--- src/rtl/mips_ctrl_pkg.sv ---
// Shared encodings for the multicycle MIPS controller: opcodes, FSM states,
// and the mux-select / alu_op codes also understood by alu_control.
package mips_ctrl_pkg;

    localparam logic [5:0] OP_R    = 6'b000000;
    localparam logic [5:0] OP_LW   = 6'b100011;
    localparam logic [5:0] OP_SW   = 6'b101011;
    localparam logic [5:0] OP_BEQ  = 6'b000100;
    localparam logic [5:0] OP_J    = 6'b000010;
    localparam logic [5:0] OP_ADDI = 6'b001000;

    typedef enum logic [3:0] {
        S_FETCH     = 4'd0,
        S_DECODE    = 4'd1,
        S_MEM_ADDR  = 4'd2,
        S_MEM_READ  = 4'd3,
        S_MEM_WB    = 4'd4,
        S_MEM_WRITE = 4'd5,
        S_EXECUTE   = 4'd6,
        S_R_WB      = 4'd7,
        S_BRANCH    = 4'd8,
        S_JUMP      = 4'd9,
        S_ADDI_EX   = 4'd10,
        S_ADDI_WB   = 4'd11
    } state_t;

    // alu_op values are decoded by alu_control; keep the two in step.
    typedef enum logic [1:0] {
        ALU_ADD   = 2'b00,
        ALU_SUB   = 2'b01,
        ALU_FUNCT = 2'b10
    } alu_op_t;

    typedef enum logic [1:0] {
        SRCB_REG    = 2'b00,
        SRCB_FOUR   = 2'b01,
        SRCB_IMM    = 2'b10,
        SRCB_IMM_SH = 2'b11
    } alu_src_b_t;

    typedef enum logic [1:0] {
        PCSRC_ALU    = 2'b00,
        PCSRC_ALUOUT = 2'b01,
        PCSRC_JUMP   = 2'b10
    } pc_src_t;

    function automatic logic is_legal_op(input logic [5:0] op);
        return (op == OP_R)  || (op == OP_LW) || (op == OP_SW) ||
               (op == OP_BEQ) || (op == OP_J) || (op == OP_ADDI);
    endfunction

endpackage

--- src/rtl/multicycle_control.sv ---
// Main controller FSM for the multicycle MIPS datapath: state register plus
// a Moore-style output decode (FETCH strobes and MEM_WRITE retire follow mem_ready).
module multicycle_control
    import mips_ctrl_pkg::*;
(
    input  logic       clk,
    input  logic       rst_n,
    input  logic [5:0] opcode,
    input  logic       zero,
    input  logic       mem_ready,
    output logic       pc_write,
    output logic       pc_write_cond,
    output logic       pc_en,
    output logic       iord,
    output logic       mem_read,
    output logic       mem_write,
    output logic       ir_write,
    output logic       mem_to_reg,
    output logic       reg_dst,
    output logic       reg_write,
    output logic       alu_src_a,
    output logic [1:0] alu_src_b,
    output logic [1:0] alu_op,
    output logic [1:0] pc_src,
    output logic       retired,
    output logic       illegal,
    output logic [3:0] state
);

    state_t state_q;
    state_t state_d;

    logic raw_pc_write;
    logic raw_pc_write_cond;
    logic raw_mem_read;
    logic raw_mem_write;
    logic raw_ir_write;
    logic raw_reg_write;
    logic raw_retired;
    logic raw_illegal;

    always_ff @(posedge clk or negedge rst_n) begin
        if (!rst_n) begin
            state_q <= S_FETCH;
        end else begin
            state_q <= state_d;
        end
    end

    always_comb begin
        state_d = S_FETCH;
        case (state_q)
            S_FETCH:     state_d = mem_ready ? S_DECODE : S_FETCH;
            S_DECODE: begin
                case (opcode)
                    OP_LW, OP_SW: state_d = S_MEM_ADDR;
                    OP_R:         state_d = S_EXECUTE;
                    OP_BEQ:       state_d = S_BRANCH;
                    OP_J:         state_d = S_JUMP;
                    OP_ADDI:      state_d = S_ADDI_EX;
                    default:      state_d = S_FETCH;
                endcase
            end
            S_MEM_ADDR:  state_d = (opcode == OP_SW) ? S_MEM_WRITE : S_MEM_READ;
            S_MEM_READ:  state_d = mem_ready ? S_MEM_WB : S_MEM_READ;
            S_MEM_WRITE: state_d = mem_ready ? S_FETCH : S_MEM_WRITE;
            S_EXECUTE:   state_d = S_R_WB;
            S_ADDI_EX:   state_d = S_ADDI_WB;
            default:     state_d = S_FETCH;
        endcase
    end

    always_comb begin
        raw_pc_write      = 1'b0;
        raw_pc_write_cond = 1'b0;
        raw_mem_read      = 1'b0;
        raw_mem_write     = 1'b0;
        raw_ir_write      = 1'b0;
        raw_reg_write     = 1'b0;
        raw_retired       = 1'b0;
        raw_illegal       = 1'b0;
        iord              = 1'b0;
        mem_to_reg        = 1'b0;
        reg_dst           = 1'b0;
        alu_src_a         = 1'b0;
        alu_src_b         = SRCB_REG;
        alu_op            = ALU_ADD;
        pc_src            = PCSRC_ALU;
        case (state_q)
            S_FETCH: begin
                raw_mem_read = 1'b1;
                raw_ir_write = mem_ready;
                raw_pc_write = mem_ready;
                alu_src_b    = SRCB_FOUR;
            end
            S_DECODE: begin
                // Branch target is precomputed here while the opcode is decoded.
                alu_src_b   = SRCB_IMM_SH;
                raw_illegal = !is_legal_op(opcode);
            end
            S_MEM_ADDR, S_ADDI_EX: begin
                alu_src_a = 1'b1;
                alu_src_b = SRCB_IMM;
            end
            S_MEM_READ: begin
                raw_mem_read = 1'b1;
                iord         = 1'b1;
            end
            S_MEM_WB: begin
                raw_reg_write = 1'b1;
                mem_to_reg    = 1'b1;
                raw_retired   = 1'b1;
            end
            S_MEM_WRITE: begin
                raw_mem_write = 1'b1;
                iord          = 1'b1;
                raw_retired   = mem_ready;
            end
            S_EXECUTE: begin
                alu_src_a = 1'b1;
                alu_op    = ALU_FUNCT;
            end
            S_R_WB: begin
                raw_reg_write = 1'b1;
                reg_dst       = 1'b1;
                raw_retired   = 1'b1;
            end
            S_BRANCH: begin
                alu_src_a         = 1'b1;
                alu_op            = ALU_SUB;
                raw_pc_write_cond = 1'b1;
                pc_src            = PCSRC_ALUOUT;
                raw_retired       = 1'b1;
            end
            S_JUMP: begin
                raw_pc_write = 1'b1;
                pc_src       = PCSRC_JUMP;
                raw_retired  = 1'b1;
            end
            S_ADDI_WB: begin
                raw_reg_write = 1'b1;
                raw_retired   = 1'b1;
            end
            default: begin
            end
        endcase
    end

    // Architectural side effects are suppressed for as long as reset is held.
    assign pc_write      = rst_n & raw_pc_write;
    assign pc_write_cond = rst_n & raw_pc_write_cond;
    assign pc_en         = pc_write | (pc_write_cond & zero);
    assign mem_read      = rst_n & raw_mem_read;
    assign mem_write     = rst_n & raw_mem_write;
    assign ir_write      = rst_n & raw_ir_write;
    assign reg_write     = rst_n & raw_reg_write;
    assign retired       = rst_n & raw_retired;
    assign illegal       = rst_n & raw_illegal;
    assign state         = state_q;

endmodule

--- config.mk ---
export PLATFORM = sky130hd
export DESIGN_NAME = multicycle_control
export DESIGN_NICKNAME = d
export VERILOG_FILES = /design/src/rtl/mips_ctrl_pkg.sv /design/src/rtl/multicycle_control.sv
export SDC_FILE = /design/constraint.sdc
export NUM_CORES = 1
export LEC_CHECK = 0
export BUFFER_PORTS_ARGS = -buffer_cell sky130_fd_sc_hd__buf_2
export CAP_MARGIN = 40
export CORE_MARGIN = 5
export CORE_UTILIZATION = 40
export CTS_BUF_LIST = sky130_fd_sc_hd__clkbuf_8 sky130_fd_sc_hd__clkbuf_16
export DETAILED_ROUTE_END_ITERATION = 16
export HOLD_SLACK_MARGIN = 0.06
export PLACE_DENSITY = 0.75
export SLEW_MARGIN = 20
export SYNTH_ARGS = -nofsm -noshare
export SYNTH_HDL_FRONTEND = slang
export SYNTH_SLANG_ARGS = --single-unit
--- constraint.sdc ---
create_clock -name clk -period 1.1 [get_ports clk]
set_input_delay 0.055 -clock clk [delete_from_list [all_inputs] [get_ports clk]]
set_output_delay 0.055 -clock clk [all_outputs]
set_load 0.005 [all_outputs]
Word-level counts from Yosys, hierarchy flattened

Cells that the tools add are included.

Register bits after elaboration: 4
Input bits: 10
Output and inout bits: 23
Logic and storage cells: 63

Eq/ne operators: 16
Multiplexer cells: 21
Bitwise gates (word level): 10
Reductions and logical operators: 15

Operators with widths:

| kind                 | count |
|---|---|
| $pmux W4 S7          | 1 |
| $pmux W4 S5          | 1 |
| $eq A4 B3 Y1 const B | 4 |
| $eq A4 B4 Y1 const B | 4 |
| $eq A6 B6 Y1 const B | 2 |
| $mux W1              | 11 |
| $and A1 B1 Y1        | 9 |
| $mux W3              | 3 |
| $eq A4 B2 Y1 const B | 2 |
| $pmux W2 S2          | 2 |
| $reduce_or A2 Y1     | 4 |
| $eq A6 B2 Y1 const B | 1 |
| $eq A6 B3 Y1 const B | 1 |
| $eq A6 B4 Y1 const B | 1 |
| $logic_not A6 Y1     | 1 |
| $pmux W2 S3          | 1 |
| $logic_or A1 B1 Y1   | 5 |
| $reduce_or A5 Y1     | 1 |
| $eq A4 B1 Y1 const B | 1 |
| $logic_not A4 Y1     | 1 |
| $pmux W1 S2          | 2 |
| $reduce_or A4 Y1     | 1 |
| $reduce_or A3 Y1     | 1 |
| $logic_not A1 Y1     | 1 |
| $or A1 B1 Y1         | 1 |

Depth between registers and ports, before layout

Depth in word-level cells: 9
Gate-level depth with buffers: 5
Depth with buffers taken out: 4

Least setup slack after synthesis

Ideal clock, no wire load.

Kind: reg2reg
From: register state_q[2], in the netlist state[2]
To: register state_q[1], in the netlist state[1]
Setup time: 104 ps
Arrival: 1087 ps
Data required time: 996 ps
Slack: -90 ps
Stages on the path, launching flop included: 6
Path buffers: 1
Period minus slack after synthesis: 1190 ps
Cells stage by stage: dfrtp_1 > buf_6 > or2b_4 > a21oi_2 > o21ai_1 > o311ai_1

Cells in the longest elaborated chain, start to end: 2
Elaborated cells on any way between the ends: 8
Classes of those cells: 6 x eq/ne; 1 x mux; 1 x reduce/logical

RTL lines:

| what                                       | RTL line                 | text |
|---|---|---|
| from (decl)                                | multicycle_control.sv:30 | `state_t state_q;` |
| from (signal assigned)                     | multicycle_control.sv:46 | `state_q <= state_d;` |
| $eq A4 B4 Y1, or another cell as far along | multicycle_control.sv:52 | `case (state_q)` |
| $pmux W4 S7 (*)                            | multicycle_control.sv:52 |  |
| via state_d[1]                             | multicycle_control.sv:31 | `state_t state_d;` |

The timed path passes the listed nets; every way through them passes the cells marked *.

Worst setup path after layout

From: register state_q[1], in the netlist state[1]
To: output pc_en

Cells in the longest elaborated chain, start to end: 5
Elaborated cells on any way between the ends: 9
Classes of those cells: 2 x eq/ne; 2 x mux; 4 x bitwise; 1 x reduce/logical

RTL lines:

| what             | RTL line                  | text |
|---|---|---|
| $eq A4 B4 Y1     | multicycle_control.sv:89  | `case (state_q)` |
| $mux W1          | multicycle_control.sv:89  |  |
| $and A1 B1 Y1    | multicycle_control.sv:151 | `assign pc_write_cond = rst_n & raw_pc_write_cond;` |
| $and A1 B1 Y1    | multicycle_control.sv:152 | `assign pc_en = pc_write \| (pc_write_cond & zero);` |
| $or A1 B1 Y1 (*) | multicycle_control.sv:152 |  |
| to (decl)        | multicycle_control.sv:13  | `output logic pc_en,` |

Every way passes the cells marked *; elsewhere a longest branch is shown, timed or not.

==> key figures <==
Routing
  • Post-route ant nets: 0
  • WL final: 2.48 mm
  • DR pass1 iterations: 4
  • Via count: 859
  • Drt drc: 0
  • Post-DR vias/cell: 5.61
  • Wire length per cell: 16.2 µm
  • Iter 0 DRT Violations: 6

Place
  • Placement Setup Slack: -0.179 ns
  • Post-DP Area: 876 µm²
  • PortBufs: 32
  • Gpl congestion: 0.847
  • Hpwl dp: 1.59 mm

STA
  • Fin. Hold Viols: 0
  • RSZ-0062 raised after global routing: yes
  • Max Slew Vio Count: 0
  • Final setup fails: 23
  • Clock skew: 0.00186 ns
  • PnR worst setup slack: -0.343 ns
  • Final min period: 1.44 ns
  • Hold Slack: 0.152 ns
  • Setup TNS: -5.15 ns
  • Worst-Margin Slew: 0.402 ns
  • Relative slew slack: 73.1%
  • Final Cycle Share: 131%
  • Max Freq: 0.693 GHz

Die
  • Die X: 50.0 µm
  • Die H: 50.0 µm
  • Core Region: 0.00151 mm²
  • # rows: 14
  • Die Footprint: 0.00250 mm²
  • I/O pin count: 33
  • Starting Density: 42.4%

Setup path
  • Worst setup EP type: output port
  • Crit path kind: reg2out
  • Startpoint Class: flop
  • Req. time, crit path: 1.04 ns
  • CP max FO: 6
  • Worst Path Arrival: 1.39 ns

Clock tree
  • Clock H-tree levels: 1
  • CTS Sinks: 4
  • Clock Latency Late Sink: 0.22 ns
  • CTS tree: done
  • CTS Root Cell: clkbuf_8
  • Clock Tree Buf Depth: 2
  • CTS buffer count: 3
  • Clock slew at reported path FFs: 0.03 ns

Layout
  • Area delta synth->final: 76.3%
  • Filler cells: 115
  • Nets: 149
  • Most frequent cells in the layout: 32 x buf_2, 14 x buf_4, 10 x buf_6
  • Commonest non-fill, non-tap cell in the layout: buf_2
  • Final instance area: 0.00113 mm²
  • Util after Layout: 74.8%
  • Ant. Diodes: 0
  • Layout cell share with drive strength beyond 1: 65.0%
  • Number of flip-flops in the largest register: 4

Worst hold path
  • Type of the worst min-delay path: in2reg

Outcome
  • Status: finished with violations
  • Failing checks: setup timing

Synth
  • Async set-or-reset flop fraction in the synthesized netlist: 100%
  • #FFs+latches synth: 4
  • Cell area after synthesis: 639 µm²
  • Post-synth EDFFs: 0
  • YS warnings: 0
  • Top_reg_cell synth: dfrtp_1
  • Register area share after synthesis: 15.7%
  • Yosys cell types: 39
  • Gate Count Post-Synth: 84
  • Avg Synthesized Cell Area: 7.61 µm²
  • Synthesized Nets: 94

Flow run
  • Total of max-cap violations: 0

Global routing
  • First-pass GRT wire length: 3.77 mm
  • Total gr overflow: 0
  • Number of global-route vias before repair: 824
  • Largest net degree at the start of global routing: 10
  • Gr usage total: 19.3%
  • Antenna violations before repair: 0

Power and ir drop
  • Static leakage: 0.516 nW
  • Peak supply drop: 1.30 mV
  • PwrDens: 2100 mW/mm²
-- per-layer routing --
| layer | vias to the layer above | track usage [%] | routed length (µm) |
|---|---|---|---|
| met5 | - | 0 | 0 |
| met1 | 407 | 19.8 | 965 |
| met2 | 32 | 35.8 | 1320 |
| met4 | 0 | 8.73 | 51 |
| li1 | 414 | - | - |
| met3 | 6 | 4.52 | 136 |
-- where the power goes --
| part | total (mW) | switching (mW) | internal, mW |
|---|---|---|---|
| Sequential | 0.287 | 0.0853 | 0.202 |
| Clock | 0.312 | 0.0784 | 0.233 |
| Combinational | 1.76 | 0.854 | 0.910 |
| Total | 2.36 | 1.02 | 1.35 |
-- final timing paths --
path / from / to / slack, ns / depth (start not counted)
worst max-delay path: state[1] / pc_en / -0.34 / 6
worst min-delay path: opcode[1] / state[0] / 0.15 / 2
worst max register to register: state[0] / state[2] / -0.21 / 4
worst min register to register: state[1] / state[3] / 0.74 / 2
max in group asynchronous: rst_n / state[1] / 0.55 / 2
min in group asynchronous: rst_n / state[0] / 0.35 / 2
-- through the flow --
step	instances	power [mW]
after floorplan	84	1.12
after global placement	141	1.51
after detailed placement	141	1.55
after CTS	152	2.10
after global routing	153	2.52
final	153	2.36
-- Yosys cell counts (2+ instances only) --
cell	n	area, µm²
a21oi_1	5	25.0
and3_4	2	22.5
and4_1	2	17.5
buf_4	2	15.0
buf_6	3	33.8
dfrtp_1	4	100
nand2_1	8	30.0
nand2b_1	2	12.5
nand2b_2	2	17.5
nand3b_1	3	22.5
nor2_1	14	52.6
nor3_1	5	25.0
nor3b_1	3	22.5
o211ai_1	2	15.0
o21a_1	2	15.0
o21ai_0	2	10.0
-- repair_timing --
item / CTS / global route
endpoints found under the hold margin: 4 / 0
hold buffers: 1 / 0
buffers inserted: 7 / 2
pin swaps: 10 / 7
resized for setup: 16 / 20
endpoints found under the setup margin: 23 / 24
cloned: 0 / 0
-- cell type report --
| class | instances | area (µm²) | area share (%) |
|---|---|---|---|
| Tap cell | 16 | 20.0 | 1.78 |
| Clock buffer | 3 | 41.3 | 3.66 |
| Sequential cell | 4 | 105 | 9.32 |
| Multi-Input combinational cell | 73 | 573 | 50.8 |
| Timing Repair Buffer | 57 | 388 | 34.4 |
-- cells by family (layout without fill, tap and decap cells) --
family | Yosys count | count (layout) | synth area share [%]
XOR/XNOR | 2 | 2 | 2.74
buffers and inverters | 7 | 60 | 10.8
AO/OA/AOI/OAI | 21 | 21 | 23.5
AND/OR/NAND/NOR | 50 | 50 | 47.4
flip-flops | 4 | 4 | 15.7
-- critical path: stages (launching register included) --
cell     delay (ns)
dfrtp_2        0.43
buf_6          0.14
buf_6          0.13
nor2_2         0.10
nand2_1        0.07
a21oi_1        0.15
buf_2          0.16
Power figures use the tool's default switching activity.
